$ cat src/rtl/reg_write_arbiter.sv
// reg_write_arbiter: round-robin write sequencer for a shared WIDTH-bit register.
// Define ARB_WCOUNT_EN to add the saturating completed-write counter port wcount_o.
module reg_write_arbiter #(
  parameter int WIDTH = 8
) (
  input  logic               clk_i,
  input  logic               rst_i,
  input  logic [3:0]         req_i,
  input  logic [4*WIDTH-1:0] din_i,
  output logic [3:0]         grant_o,
  output logic [WIDTH-1:0]   q_o,
  output logic               busy_o,
  output logic               done_o
`ifdef ARB_WCOUNT_EN
  ,
  output logic [7:0]         wcount_o
`endif
);
  typedef enum logic [1:0] {IDLE, GRANT, DONE} state_t;
  state_t state_q, state_d;
  logic [1:0] ptr_q, ptr_d, g_q, g_d, sel;
  logic [3:0] grant_q, grant_d;
  logic [WIDTH-1:0] q_q, q_d;
  logic wr;
  // Descending scan so the requester closest to ptr_q wins.
  always_comb begin
    sel = ptr_q;
    for (int k = 3; k >= 0; k--) if (req_i[ptr_q + 2'(k)]) sel = ptr_q + 2'(k);
  end
  assign wr = (state_q == GRANT) && req_i[g_q];
  always_comb begin
    state_d = state_q;
    ptr_d   = ptr_q;
    g_d     = g_q;
    q_d     = q_q;
    grant_d = '0;
    case (state_q)
      IDLE: if (|req_i) begin
        state_d = GRANT;
        g_d     = sel;
        grant_d = 4'b0001 << sel;
      end
      GRANT: begin
        state_d = wr ? DONE : IDLE;
        q_d     = wr ? din_i[g_q*WIDTH +: WIDTH] : q_q;
        ptr_d   = wr ? g_q + 2'd1 : ptr_q;
      end
      default: state_d = IDLE;
    endcase
  end
  always_ff @(posedge clk_i) begin
    if (rst_i) begin
      state_q <= IDLE;
      ptr_q   <= '0;
      g_q     <= '0;
      grant_q <= '0;
      q_q     <= '0;
    end else begin
      state_q <= state_d;
      ptr_q   <= ptr_d;
      g_q     <= g_d;
      grant_q <= grant_d;
      q_q     <= q_d;
    end
  end
  assign grant_o = grant_q;
  assign q_o     = q_q;
  assign busy_o  = state_q != IDLE;
  assign done_o  = state_q == DONE;
`ifdef ARB_WCOUNT_EN
  logic [7:0] wcount_q, wcount_d;
  assign wcount_d = (wr && wcount_q != 8'hFF) ? wcount_q + 8'd1 : wcount_q;
  always_ff @(posedge clk_i) begin
    if (rst_i) wcount_q <= '0;
    else wcount_q <= wcount_d;
  end
  assign wcount_o = wcount_q;
`endif
endmodule

$ cat config.mk
export PLATFORM = sky130hd
export DESIGN_NAME = reg_write_arbiter
export DESIGN_NICKNAME = d
export VERILOG_FILES = /design/src/rtl/reg_write_arbiter.sv
export SDC_FILE = /design/constraint.sdc
export NUM_CORES = 1
export LEC_CHECK = 0
export ABC_CLOCK_PERIOD_IN_PS = 1800
export CORE_ASPECT_RATIO = 1.1
export CORE_MARGIN = 2
export CORE_UTILIZATION = 40
export CTS_BUF_LIST = sky130_fd_sc_hd__clkbuf_8
export DETAILED_ROUTE_END_ITERATION = 8
export GPL_TIMING_DRIVEN = 0
export HOLD_SLACK_MARGIN = 0.06
export PLACE_DENSITY_LB_ADDON = 0.2
export SLEW_MARGIN = 20
export SYNTH_ARGS = -nofsm -noshare
export SYNTH_HDL_FRONTEND = slang
export SYNTH_SLANG_ARGS = --single-unit
$ cat constraint.sdc
create_clock -name clk_i -period 1.8 [get_ports clk_i]
set_input_delay 0.45 -clock clk_i [delete_from_list [all_inputs] [get_ports clk_i]]
set_output_delay 0.45 -clock clk_i [all_outputs]
set_load 0.01 [all_outputs]
==> Yosys cells after proc, flatten, opt, wreduce, memory -nomap -nowiden <==
Index checks and enable logic that the tools add are counted.
{ "classes": {"n_mux": 17, "magnitude_cmp": 5, "addsub": 4, "n_reduce_logical": 7, "bitwise_logic": 2, "n_shift": 2, "n_eq_ne": 3} }
{ "op_table": {"columns": ["op", "count"], "rows": [
  ["$shiftx 32x6->8", 1],
  ["$lt 2x3->1 const B", 5],
  ["$mux 2", 6],
  ["$bmux 1 s2", 5],
  ["$mux 1", 5],
  ["$add 2x1->2 const B", 2],
  ["$add 2x2->2 const B", 2],
  ["$pmux 2 s2", 1],
  ["$reduce_and 2->1", 2],
  ["$reduce_or 4->1", 1],
  ["$shl 1x2->4 const A", 1],
  ["$reduce_or 3->1", 1],
  ["$eq 2x1->1 const B", 1],
  ["$eq 2x2->1 const B", 1],
  ["$logic_not 2->1", 1],
  ["$ne 2x2->1 const B", 1],
  ["$not 1->1", 2],
  ["$reduce_bool 2->1", 1],
  ["$logic_and 1x1->1", 1]
]} }
{ "totals": {"register_bits": 18, "in_bits": 38, "out_inout_bits": 14} }

==> Depth between registers and ports, before layout <==
{ "logic_depth": {"depth_word": 8, "ltp_mapped": 5, "depth_no_buf": 4} }

==> Worst setup path before layout <==
Ideal clock, no wire load.
{ "synth_timing": {"path_kind": "reg2reg", "start": "register g_q[0]", "end": "register q_q[1], in the netlist q_o[1]", "n_path_buf": 1, "setup_ps": 129, "t_arrival_ps": 1277, "required_ps": 1671, "path_stages_with_launch": 5, "setup_slack_ps": 394, "path_cell_list": "dfxtp_1 buf_2 mux4_2 mux2i_1 nor2_1"} }
{ "synth_via": {"elab_chain_cells": 4, "elab_cells_between_ends": 5, "classes_between": "shift (1); mux (2); reduce/logical (2)"} }
{ "synth_lines": {"columns": ["element", "line_no", "source"], "rows": [
  ["start, declared", "21", "logic [1:0] ptr_q, ptr_d, g_q, g_d, sel;"],
  ["start signal, assigned", "61", "g_q <= g_d;"],
  ["branches (longest 4 deep; another with $shiftx 32x6->8)", null, null],
  ["end signal, assigned", "63", "q_q <= q_d;"],
  ["end, declared", "23", "logic [WIDTH-1:0] q_q, q_d;"]
]} }
Parallel ways; which one is timed is not known. The select of a mux whose other input is x is not followed.
A chain may end at the register's enable or synchronous reset.

==> Worst setup path in the final report <==
{ "layout_timing": {"start": "register state_q[0]", "end": "output port done_o"} }
{ "layout_via": {"elab_chain_cells": 1} }
{ "layout_lines": {"columns": ["element", "line_no", "source"], "rows": [
  ["start, declared", "20", "state_t state_q, state_d;"],
  ["start signal, assigned", "59", "state_q <= state_d;"],
  ["$eq 2x2->1", "69", "assign done_o = state_q == DONE;"],
  ["end, declared", "13", "output logic done_o"]
]} }
No other way between the ends.

==> results.yml <==
floorplan:
  die_y_um: 55.3
  die_width_um: 50.6
  dieArea_sq_um: 2800
  fp.coreArea_sq_um: 2250
  initial_core_util_pct: 42.4
  rows: 18
  ios: 52
sta:
  fin_crit_sh_pct: 95.9
  skew_ns: 0.00210
  max_freq_ghz: 0.580
  hold_violations: 0
  slew_violations: 0
  fin_tns_setup_ns: 0
  fin_hold_ws_ns: 0.495
  setup_slack_ns: 0.0746
  finalSetupViolations: 0
  maxSlewHeadroom_pct: 62.5
  rsz0062_at_grt: "false"
  min_period_ns: 1.73
  tightest_slew_ns: 0.562
setup_path:
  regToRegSetupSlack_ns: 0.20
  cp_data_arrival_time_ns: 1.28
  required_ns: 1.35
  cp_max_fo: 4
  r2r_cells: 4
  end_kind: "output pin"
  path_class: "reg2out"
  worstReg2RegEnd: "q_o[6]$_SDFFE_PP0P_"
  rr_startpoint: "g_q[1]$_SDFFE_PP0P_"
  start_kind: "flop"
logic_synthesis:
  synth.top_cell.area_share_pct: 37.7
  synth_top_cell_by_area: "dfxtp_1"
  netlist_area_sq_um: 956
  ys_seq_area_share_pct: 37.7
  synth_common_cells: "dfxtp_1 (18), nor2_1 (11), mux2i_1 (10), mux4_2 (8)"
  ys_types: 31
  ys_warn_count: 0
  synth_async_sr_flop_share_pct: 0
  synth_area_leaders: "dfxtp_1 (38%), mux4_2 (19%), mux2i_1 (10%), nor2_1 (4.3%), a21oi_1 (2.1%)"
  avgSynthCellArea_sq_um: 10.7
  ys_seq_elements: 18
  synth_most_common_cell: "dfxtp_1"
  synth-edff-count: 0
  netlist_instances: 89
  syn_nets: 127
  synth_ff_type: "dfxtp_1"
power:
  p_sw_share_pct: 25.8
  p_seq_share_pct: 39.8
  ir_drop_mv: 0.656
  p_int_mw: 0.857
  total_power_mw: 1.15
  comb_power_share_pct: 32.2
  p_leak_nw: 0.564
  switchingPower_mw: 0.297
  powerDensity_nw_per_um2: 746
  power.share.clock_pct: 28.0
clocking:
  cts_root_buf: "clkbuf_8"
  clkTransAtPathRegs_ns: 0.07
  numClockSinks: 18
  cts_buffers: 3
  clock_latency_ns: 0.25
  ctsLongestPathBuffers: 2
  cts_tree: "yes"
  htree_levels: 1
routing:
  wl_um: 2290
  ant_nets: 0
  routed_via_density: 5.16
  firstDrtPassIters: 4
  routedWlPerCell_um: 13.2
  drc: 0
  via_count: 892
  drtIter0Drc: 5
grt:
  grt_use_met1_pct: 20.8
  grt_pass1_vias: 890
  gr-max-usage-layer: "met2"
  track_usage_pct: 17.9
  grt.overflow.total: 0
  met2_usage_pct: 30.5
  use_met3_pct: 5.68
  antenna_found_initial: 0
  grt_first_pass_wirelength_um: 3830
  grt_max_degree: 11
cells_and_area:
  layout-drive-gt1-share_pct: 14.0
  diodes: 0
  syn_to_final_growth_pct: 61.8
  fin_nets: 182
job:
  cap_violations: 0
hold_path:
  min_from: "q_o[1]$_SDFFE_PP0P_"
  holdPathEnd: "q_o[1]$_SDFFE_PP0P_"
  min_path_cells: 2
  min_path_type: "reg2reg"
place:
  hpwl_um: 1850
  portBuffers: 50
  globalplace.congestion: 0.663
  dpl_worst_slack_ns: -0.271
status:
  status: "completed"
-- registers in the layout, indices dropped and copies added (netlist names) --
name	cells
ptr_q	2
grant_o	4
g_q	2
q_o	8
state_q	2
-- cell families after synthesis --
logic type	share of synthesized area (%)
mux	29.3
flops	37.7
buf+inv	4.45
xor+xnor	0.916
simple gates	14.7
compound gates	13.0
-- stage by stage --
stage	instances	instance area [sq um]	utilization (%)
6_report	173	1550	68.7
5_1_grt	173	1550	68.7
4_1_cts	173	1550	68.7
3_5_place_dp	169	1490	66.3
3_3_place_gp	169	1490	66.3
2_1_floorplan	89	956	-
-- power by group through the flow --
stage	Combinational (mW)	Clock (mW)	Sequential [mW]
after floorplan	0.202	0	0.475
final	0.372	0.323	0.459
after detailed placement	0.379	0	0.468
after global routing	0.406	0.342	0.464
after global placement	0.369	0	0.466
after CTS	0.377	0.328	0.459
-- final cells by class --
class,instances,area [sq um]
flip-flops and latches,18,360
repair buffers,50,498
multi-input cells,62,553
clock buffers,4,55.1
fillers,198,706
inverters,4,15.0
well taps,30,37.5
plain buffers,5,27.5
-- cells in the final DEF, fill, tap and decap left out, drive strengths merged --
master	Yosys	routed
o21ai	3	3
nor2b	3	3
nor4	2	2
o22ai	1	1
dlygate4sd2	0	2
and3	2	2
or2	2	2
mux4	8	8
a211oi	1	1
a21boi	1	1
or3b	1	1
o31ai	1	1
clkdlybuf4s50	0	48
dfxtp	18	18
a21o	1	1
clkbuf	2	6
mux2i	10	10
a21oi	4	4
o221ai	1	1
buf	3	3
o21a	1	1
a31oi	1	1
and2b	1	1
nor2	12	12
a21bo	1	1
nand3b	2	2
inv	4	4
a2bb2oi	1	1
xnor2	1	1
nor3	1	1
-- worst max path at each step --
stage / startpoint / end / slack, ns
after detailed placement: req_i[3] / q_o[6]$_SDFFE_PP0P_ / -0.27
after global routing: req_i[0] / q_o[7]$_SDFFE_PP0P_ / 0.002
after floorplan: g_q[0]$_SDFFE_PP0P_ / q_o[1]$_SDFFE_PP0P_ / 0.39
after global placement: req_i[3] / q_o[2]$_SDFFE_PP0P_ / -0.18
after CTS: state_q[0]$_SDFFE_PP0P_ / done_o / 0.07
final: state_q[0]$_SDFFE_PP0P_ / done_o / 0.07
-- critical path, cell delays in order, from the launching register on --
cell             delay [ns]
dfxtp_1                0.32
and2b_1                0.18
clkdlybuf4s50_1        0.52
-- layer usage --
layer  wire length (um)  up-vias
li1                   -      439
met1                852      422
met2               1280       29
met3                141        2
met4                 10        0
met5                  0        -
-- repair_timing --
item,4_1_cts,5_1_grt
hold buffers,0,0
buffers inserted,0,0
pin swaps,0,1
endpoints found under the hold margin,0,0
setup endpoints to repair,2,1
resized for setup,2,0
Note: power is estimated with default switching activity, not from simulation.
